[config.mk]
export PLATFORM = sky130hd
export DESIGN_NAME = carro_secuenciador
export DESIGN_NICKNAME = d
export VERILOG_FILES = /design/src/rtl/carro_secuenciador.sv
export SDC_FILE = /design/constraint.sdc
export NUM_CORES = 1
export LEC_CHECK = 0
export BUFFER_PORTS_ARGS = -buffer_cell sky130_fd_sc_hd__buf_2
export CAP_MARGIN = 30
export CORE_AREA = 5 5 109 90
export DETAILED_ROUTE_END_ITERATION = 10
export DIE_AREA = 0 0 114 95
export HOLD_SLACK_MARGIN = 0.15
export MAX_ROUTING_LAYER = met4
export SYNTH_ARGS = -nofsm -noshare
export SYNTH_HDL_FRONTEND = slang
export SYNTH_SLANG_ARGS = --single-unit
[constraint.sdc]
create_clock -name iClk -period 3.4 [get_ports iClk]
set_input_delay 0.34 -clock iClk [delete_from_list [all_inputs] [get_ports iClk]]
set_output_delay 0.34 -clock iClk [all_outputs]
set_load 0.01 [all_outputs]
[src/rtl/carro_secuenciador.sv]
// carro_secuenciador
// Control sequencer for one car object. Issues load / step / jump commands to
// the car position register, paces steps with a programmable divider, wraps the
// car at the bottom of the screen, counts laps and reports game-over on a hit.
//
// Ports:
//   iClk        system clock, rising edge
//   iReset_n    asynchronous active-low reset
//   iStart      start / restart request
//   iPausa      freezes the step divider while high
//   iColision   collision flag from the hit detector
//   iVelocidad  speed select, step period = STEP_DIV >> iVelocidad
//   iPosicionY  current car Y fed back from the position register
//   oEnable     one-cycle pulse: load initial position
//   oSuma       one-cycle pulse: Y + 1
//   oSalto      one-cycle pulse: jump to auxiliary position
//   oActivo     high in LOAD, RUN and WRAP
//   oFin        high in HIT (game over)
//   oReinicios  saturating wrap count
//
// state | meaning
// ------+------------------------------------------------------------
// IDLE  | waiting for the first start request
// LOAD  | one cycle, loads initial position, clears divider and laps
// RUN   | stepping the car one row per divider period
// WRAP  | one cycle, jumps the car back to the top, counts a lap
// HIT   | game over, waiting for a restart request

module carro_secuenciador #(
  parameter logic [31:0] STEP_DIV = 32'd833333,
  parameter logic [8:0]  Y_LIMIT  = 9'd479
) (
  input  logic       iClk,
  input  logic       iReset_n,
  input  logic       iStart,
  input  logic       iPausa,
  input  logic       iColision,
  input  logic [1:0] iVelocidad,
  input  logic [8:0] iPosicionY,
  output logic       oEnable,
  output logic       oSuma,
  output logic       oSalto,
  output logic       oActivo,
  output logic       oFin,
  output logic [7:0] oReinicios
);

  typedef enum logic [2:0] {IDLE, LOAD, RUN, WRAP, HIT} tState;

  tState       state;
  tState       stateNext;
  logic [31:0] divCnt;
  logic [31:0] divNext;
  logic [31:0] period;
  logic [31:0] periodNext;
  logic [31:0] periodSel;
  logic        boundary;
  logic        enableNext;
  logic        sumaNext;
  logic        saltoNext;
  logic        activoNext;
  logic        finNext;
  logic [7:0]  reiniciosNext;

  assign periodSel = STEP_DIV >> iVelocidad;
  // A paused cycle is never a boundary, so a pause delays every later step by
  // exactly its length even when it starts on the last cycle of a period.
  assign boundary  = (state == RUN) && !iPausa && (divCnt == period - 32'd1);

  always_ff @(posedge iClk or negedge iReset_n) begin
    if (!iReset_n) begin
      state <= IDLE;
    end else begin
      state <= stateNext;
    end
  end

  always_comb begin
    stateNext = state;
    case (state)
      IDLE: if (iStart) stateNext = LOAD;
      LOAD: stateNext = RUN;
      RUN: begin
        if (iColision) begin
          stateNext = HIT;
        end else if (boundary && (iPosicionY >= Y_LIMIT)) begin
          stateNext = WRAP;
        end
      end
      WRAP: stateNext = iColision ? HIT : RUN;
      HIT:  if (iStart) stateNext = LOAD;
      default: stateNext = IDLE;
    endcase
  end

  // Every output is registered: its next value is derived from the state being
  // entered, so the pulse appears exactly in the cycle of that state.
  always_comb begin
    enableNext    = (stateNext == LOAD);
    saltoNext     = (stateNext == WRAP);
    activoNext    = (stateNext == LOAD) || (stateNext == RUN) || (stateNext == WRAP);
    finNext       = (stateNext == HIT);
    // A collision on a step boundary wins over the step.
    sumaNext      = boundary && !iColision && (iPosicionY < Y_LIMIT);
    reiniciosNext = oReinicios;
    if (stateNext == LOAD) begin
      reiniciosNext = 8'd0;
    end else if ((stateNext == WRAP) && (oReinicios != 8'hFF)) begin
      reiniciosNext = oReinicios + 8'd1;
    end

    divNext    = divCnt;
    periodNext = period;
    case (state)
      LOAD: begin
        divNext    = 32'd0;
        periodNext = periodSel;
      end
      RUN: begin
        if (boundary) begin
          divNext    = 32'd0;
          periodNext = periodSel;
        end else if (!iPausa) begin
          divNext = divCnt + 32'd1;
        end
      end
      WRAP: divNext = 32'd0;
      default: ;
    endcase
  end

  always_ff @(posedge iClk or negedge iReset_n) begin
    if (!iReset_n) begin
      divCnt     <= 32'd0;
      period     <= STEP_DIV;
      oEnable    <= 1'b0;
      oSuma      <= 1'b0;
      oSalto     <= 1'b0;
      oActivo    <= 1'b0;
      oFin       <= 1'b0;
      oReinicios <= 8'd0;
    end else begin
      divCnt     <= divNext;
      period     <= periodNext;
      oEnable    <= enableNext;
      oSuma      <= sumaNext;
      oSalto     <= saltoNext;
      oActivo    <= activoNext;
      oFin       <= finNext;
      oReinicios <= reiniciosNext;
    end
  end

endmodule
### After elaboration in Yosys (flattened, before gate mapping)

Index checks and enable logic that the tools add are counted.

* shift-type cells: 1
* reductions and logical operators: 18
* order comparisons: 2
* equal/unequal tests: 12
* add/subtract/negate cells: 3
* muxes and demuxes: 12

Operators with widths (number)
* 32-bit case mux with 2 select lines: 2
* 32-bit 2-to-1 mux: 3
* 32-bit by 1-bit adder with 32-bit output, second input constant: 1
* 32-bit equality test: 1
* 20-bit by 2-bit >> shifter with 32-bit output, first input constant: 1
* 32-bit by 1-bit subtractor with 32-bit output, second input constant: 1
* 8-bit 2-to-1 mux: 2
* 3-bit by 2-bit equality test with 1-bit output, second input constant: 4
* 3-bit 2-to-1 mux: 4
* 3-bit case mux with 4 select lines: 1
* 9-bit greater-or-equal comparator, second input constant: 1
* 9-bit less-than comparator, second input constant: 1
* 8-bit by 1-bit adder with 8-bit output, second input constant: 1
* 8-bit != test, second input constant: 1
* 3-bit by 1-bit equality test with 1-bit output, second input constant: 2
* 3-bit equality test, second input constant: 2
* 1-bit logical AND: 6
* 2-bit nonzero test: 3
* 2-bit AND reduction: 2
* 2-bit OR reduction: 2
* 3-bit zero test: 1
* 3-bit != test, second input constant: 1
* 1-bit zero test: 2
* 1-bit logical OR: 2
* 2-bit != test, second input constant: 1

* output and inout bits: 13
* bits of input ports: 16
* bits in registers: 80
* word-level logic and storage cells: 57

### Depth between registers and ports, before layout

* depth after elaboration: 11
* mapped depth: 14
* depth with buffers taken out: 10

### Worst setup path after synthesis

Ideal clock, no wire load.

* kind: flip-flop to flip-flop
* start point: reg period[1]
* end point: reg period[17]
* path buffers: 3
* setup time: 0.125 ns
* setup slack: -0.014 ns
* arrival time: 3.289 ns
* period minus slack after synthesis: 3.414 ns
* data required time: 3.275 ns
* cell stages (with the launch flop): 14
* path through: dfrtp_1 > clkbuf_1 > inv_1 > ha_1 > or4b_1 > buf_2 > o41ai_1 > nor2_1 > nor4_1 > nand4_1 > or4_4 > o21ai_2 > buf_4 > mux2_2

* word-level cells in the longest chain between the ends: 5

Ends and longest elaborated chain
* start: declaration: RTL line 54 `logic [31:0] period;`
* start signal: assignment: RTL line 144 `period <= periodNext;`
* 32-bit by 1-bit subtractor with 32-bit output: RTL line 68 `assign boundary = (state == RUN) && !iPausa && (divCnt == period - 32'd1);`
* 32-bit equality test: RTL line 68
* 1-bit logical AND: RTL line 68
* 2-bit != test (no line)
* 2-bit AND reduction (no line)

Every way passes these cells.
A chain may end at the register's enable or synchronous reset.

### Final worst setup path

* start point: reg period[13]
* end point: reg oReinicios[4]

* word-level cells in the longest chain between the ends: 10
* elaborated cells between the ends (all ways): 12
* classes of those cells: add/sub (1); eq/ne (3); mux (4); reduce/logical (4)

Ends and longest elaborated chain
* 32-bit by 1-bit subtractor with 32-bit output *: RTL line 68
* 32-bit equality test *: RTL line 68
* 1-bit logical AND *: RTL line 68
* 1-bit logical AND *: RTL line 86 `end else if (boundary && (iPosicionY >= Y_LIMIT)) begin`
* 3-bit 2-to-1 mux *: RTL line 86
* 3-bit 2-to-1 mux *: RTL line 84 `if (iColision) begin`
* 3-bit case mux with 4 select lines *: RTL line 80 `case (state)`
* 3-bit by 2-bit equality test with 1-bit output: RTL line 108 `end else if ((stateNext == WRAP) && (oReinicios != 8'hFF)) begin`
* 1-bit logical AND: RTL line 108
* 2-bit nonzero test (no line)
* end signal: assignment: RTL line 150 `oReinicios <= reiniciosNext;`
* end: declaration: RTL line 45 `output logic [7:0] oReinicios`

Mark *: on every way between the ends. The rest lies on a longest branch, timed or not.

==> flow_summary.json <==
{
  "status": "complete, no violations",
  "hpwl_microns": 7690,
  "max_slew_margin_pct": 46.2,
  "dieArea_sq_um": 10800,
  "path_max_fanout": 9,
  "fmax_mhz": 307,
  "dp_slack_ns": -0.0534,
  "synth_commonest_cells": "53 x dfrtp_1, 44 x nor2_1, 39 x nand2_1",
  "required_ns": 3.67,
  "tightest_slew_ns": 0.801,
  "die_h_microns": 95,
  "grt_max_degree": 40,
  "whs_ns": 0.203,
  "power_mw": 2.60,
  "antenna_found_initial": 0,
  "dr.pass1.iters": 5,
  "max_stage_delay_ns": 0.59,
  "viasPerCell": 5.56,
  "portBuffers": 28,
  "coreArea_sq_um": 8730,
  "fin_area_sq_um": 4400,
  "yosysMostFrequentCell": "dfrtp_1",
  "critPathBufInv": 2,
  "vias": 3232,
  "diodes": 0,
  "switching_power_mw": 0.992,
  "synth.distinct_cells": 59,
  "dp_cells": 564,
  "yosys.area.top_type_share_pct": 35.3,
  "slowest_stage": "or4_4",
  "p_per_area_nw_per_um2": 592,
  "yosys.area.top_type": "dfrtp_1",
  "placed_cell_area_sq_um": 4140,
  "fill_cells": 839,
  "drive_above_1_share_pct": 22.1,
  "cts_buffers": 9,
  "row_count": 31,
  "cp_top_family": "simple AND/OR/NAND/NOR gates",
  "gp_congestion": 0.891,
  "overflow": 0,
  "worstPathCellList": "buf_4, or4_4, nor3_2, xnor2_1, a2111oi_2, nand4_1, or4_4, buf_4, or3_1, a21oi_1",
  "cp.arrival_ns": 3.53,
  "seq_power_share_pct": 38.5,
  "whs_path_depth": 2,
  "crit_type": "reg -> reg",
  "crit_path_end_kind": "register",
  "cts_tree": "yes",
  "critical_path_depth": 10,
  "grt_usage_pct": 20.1,
  "post_drt_wl_per_cell_microns": 17.1,
  "drc": 0,
  "dieWidth_microns": 114,
  "stdcell_count": 581,
  "final.period_utilization_pct": 95.9,
  "finalSetupViolations": 0,
  "syn_area_per_cell_sq_um": 9.09,
  "leakagePower_nw": 1.95,
  "hold_violations": 0,
  "yosysWarnings": 0,
  "skew_ns": 0.0112,
  "crit_path_start_kind": "register",
  "drv_slew": 0,
  "ys_seq_area_share_pct": 40.2,
  "postRouteAntennaNets": 0,
  "finalWorstSetupSlack_ns": 0.138,
  "drtIter0Drc": 237,
  "synth_edf_count": 0,
  "clock_latency_ns": 0.35,
  "grt_pass1_wl_microns": 16400,
  "internal_power_mw": 1.61,
  "period_minus_slack_ns": 3.26,
  "clock_power_share_pct": 25.5,
  "fin_tns_setup_ns": 0,
  "grt_pass1_vias": 3222,
  "synthesis.instances": 413,
  "htree_levels": 3,
  "syn_nets": 438,
  "async_reset_ff_share_pct": 100,
  "area_delta_synth_final_pct": 17.2,
  "start_util_pct": 43.0,
  "yosys-top-cells-area": "dfrtp_1 35%, xor2_1 6.3%, dfstp_2 4.9%, nor2_1 4.4%, xnor2_1 4.2%",
  "final_core_util_pct": 50.4,
  "reg2regPathDepth": 10,
  "drt-total-wl_microns": 9950,
  "syn_area_sq_um": 3750,
  "postCtsSetupBuffers": 0,
  "min_path_type": "in -> reg",
  "cts_buffer_depth": 2,
  "nets": 486,
  "ir_drop_mv": 0.397,
  "switching_share_pct": 38.1,
  "clock-sinks": 60,
  "comb_power_share_pct": 36.1,
  "ios": 29,
  "clkTransAtPathRegs_ns": 0.08,
  "maxCapViolations": 0,
  "synth_seq_cells": 60,
  "cts_root_buffer": "clkbuf_8",
  "rsz0062_at_grt": "no",
  "synth_flop_cell": "dfrtp_1"
}
## cell families after synthesis
group                      Yosys count  share of synthesized area [%]
adders and majority gates            9                           3.00
buffers and inverters               37                           4.47
AOI/OAI and AO/OA                   52                           9.77
xor gates and xnor gates            45                           10.5
muxes                               15                           4.17
DFF                                 60                           40.2
and+or+nand+nor                    195                           27.8
## worst register-to-register path, cell delays in order (launching register included)
cell and delay [ns]:
dfstp_2 0.38, buf_4 0.17, or4_4 0.59, nor3_2 0.23, xnor2_1 0.13, a2111oi_2 0.35, nand4_1 0.16, or4_4 0.50
buf_4 0.20, or3_1 0.34, a21oi_1 0.15
## power by group through the flow
stage	combinational, mW	sequential [mW]	clock [mW]
after global placement	0.898	0.997	0
final	0.938	1.00	0.663
after detailed placement	0.909	1.00	0
after CTS	0.923	0.991	0.678
after floorplan	0.646	0.926	0
after global routing	1.04	1.01	0.708
## state kept, by name, indices dropped and copies added, names as in the netlist
signal and flops:
divCnt 32, period 12, oReinicios 8, state 3, oActivo 1, oEnable 1, oFin 1, oSalto 1
oSuma 1
## path summary, 6_finish.rpt
path,from,to,slack (ns)
setup / recovery,period[13]$_DFFE_PN1P_,oReinicios[4]$_DFFE_PN0P_,0.14
hold / removal,iColision,oSuma$_DFF_PN0_,0.20
setup reg to reg,period[13]$_DFFE_PN1P_,oReinicios[4]$_DFFE_PN0P_,0.14
hold reg to reg,period[13]$_DFFE_PN1P_,period[13]$_DFFE_PN1P_,0.51
max in group asynchronous,iReset_n,divCnt[14]$_DFFE_PN0P_,2.00
min in group asynchronous,iReset_n,oActivo$_DFF_PN0_,0.49
## area by class of cell
type / count / area [sq um] / share of cell area (%)
Inverter: 19 / 71.3 / 1.62
Sequential cell: 60 / 1510 / 34.3
Clock inverter: 6 / 72.6 / 1.65
Tap cell: 115 / 144 / 3.27
Multi-Input combinational cell: 316 / 2130 / 48.3
Clock buffer: 10 / 128 / 2.90
Timing Repair Buffer: 55 / 345 / 7.85
## layer usage
metal,track usage [%],part of all wire (%),vias up
met5,-,0,-
met4,5.93,1.1,0
met3,4.16,5.4,10
met2,29.3,44,89
met1,28.2,50,1567
li1,-,-,1566
## layout by cell type (no fill, tap or decap), drive strengths merged, types with 12 or more instances in the layout
master / count
buf: 54
nor4: 13
nand3: 22
xor2: 27
nand4: 14
inv: 21
nand2: 39
dfrtp: 53
nor2: 44
xnor2: 18
nor3: 16
a21oi: 12
## repair_timing
action	4_1_cts	5_1_grt
pin swaps	0	2
hold endpoints to repair	21	0
gates resized for setup	2	7
hold buffers	1	0
gates cloned	0	0
setup endpoints to repair	12	44
Note: power is estimated with default switching activity, not from simulation.
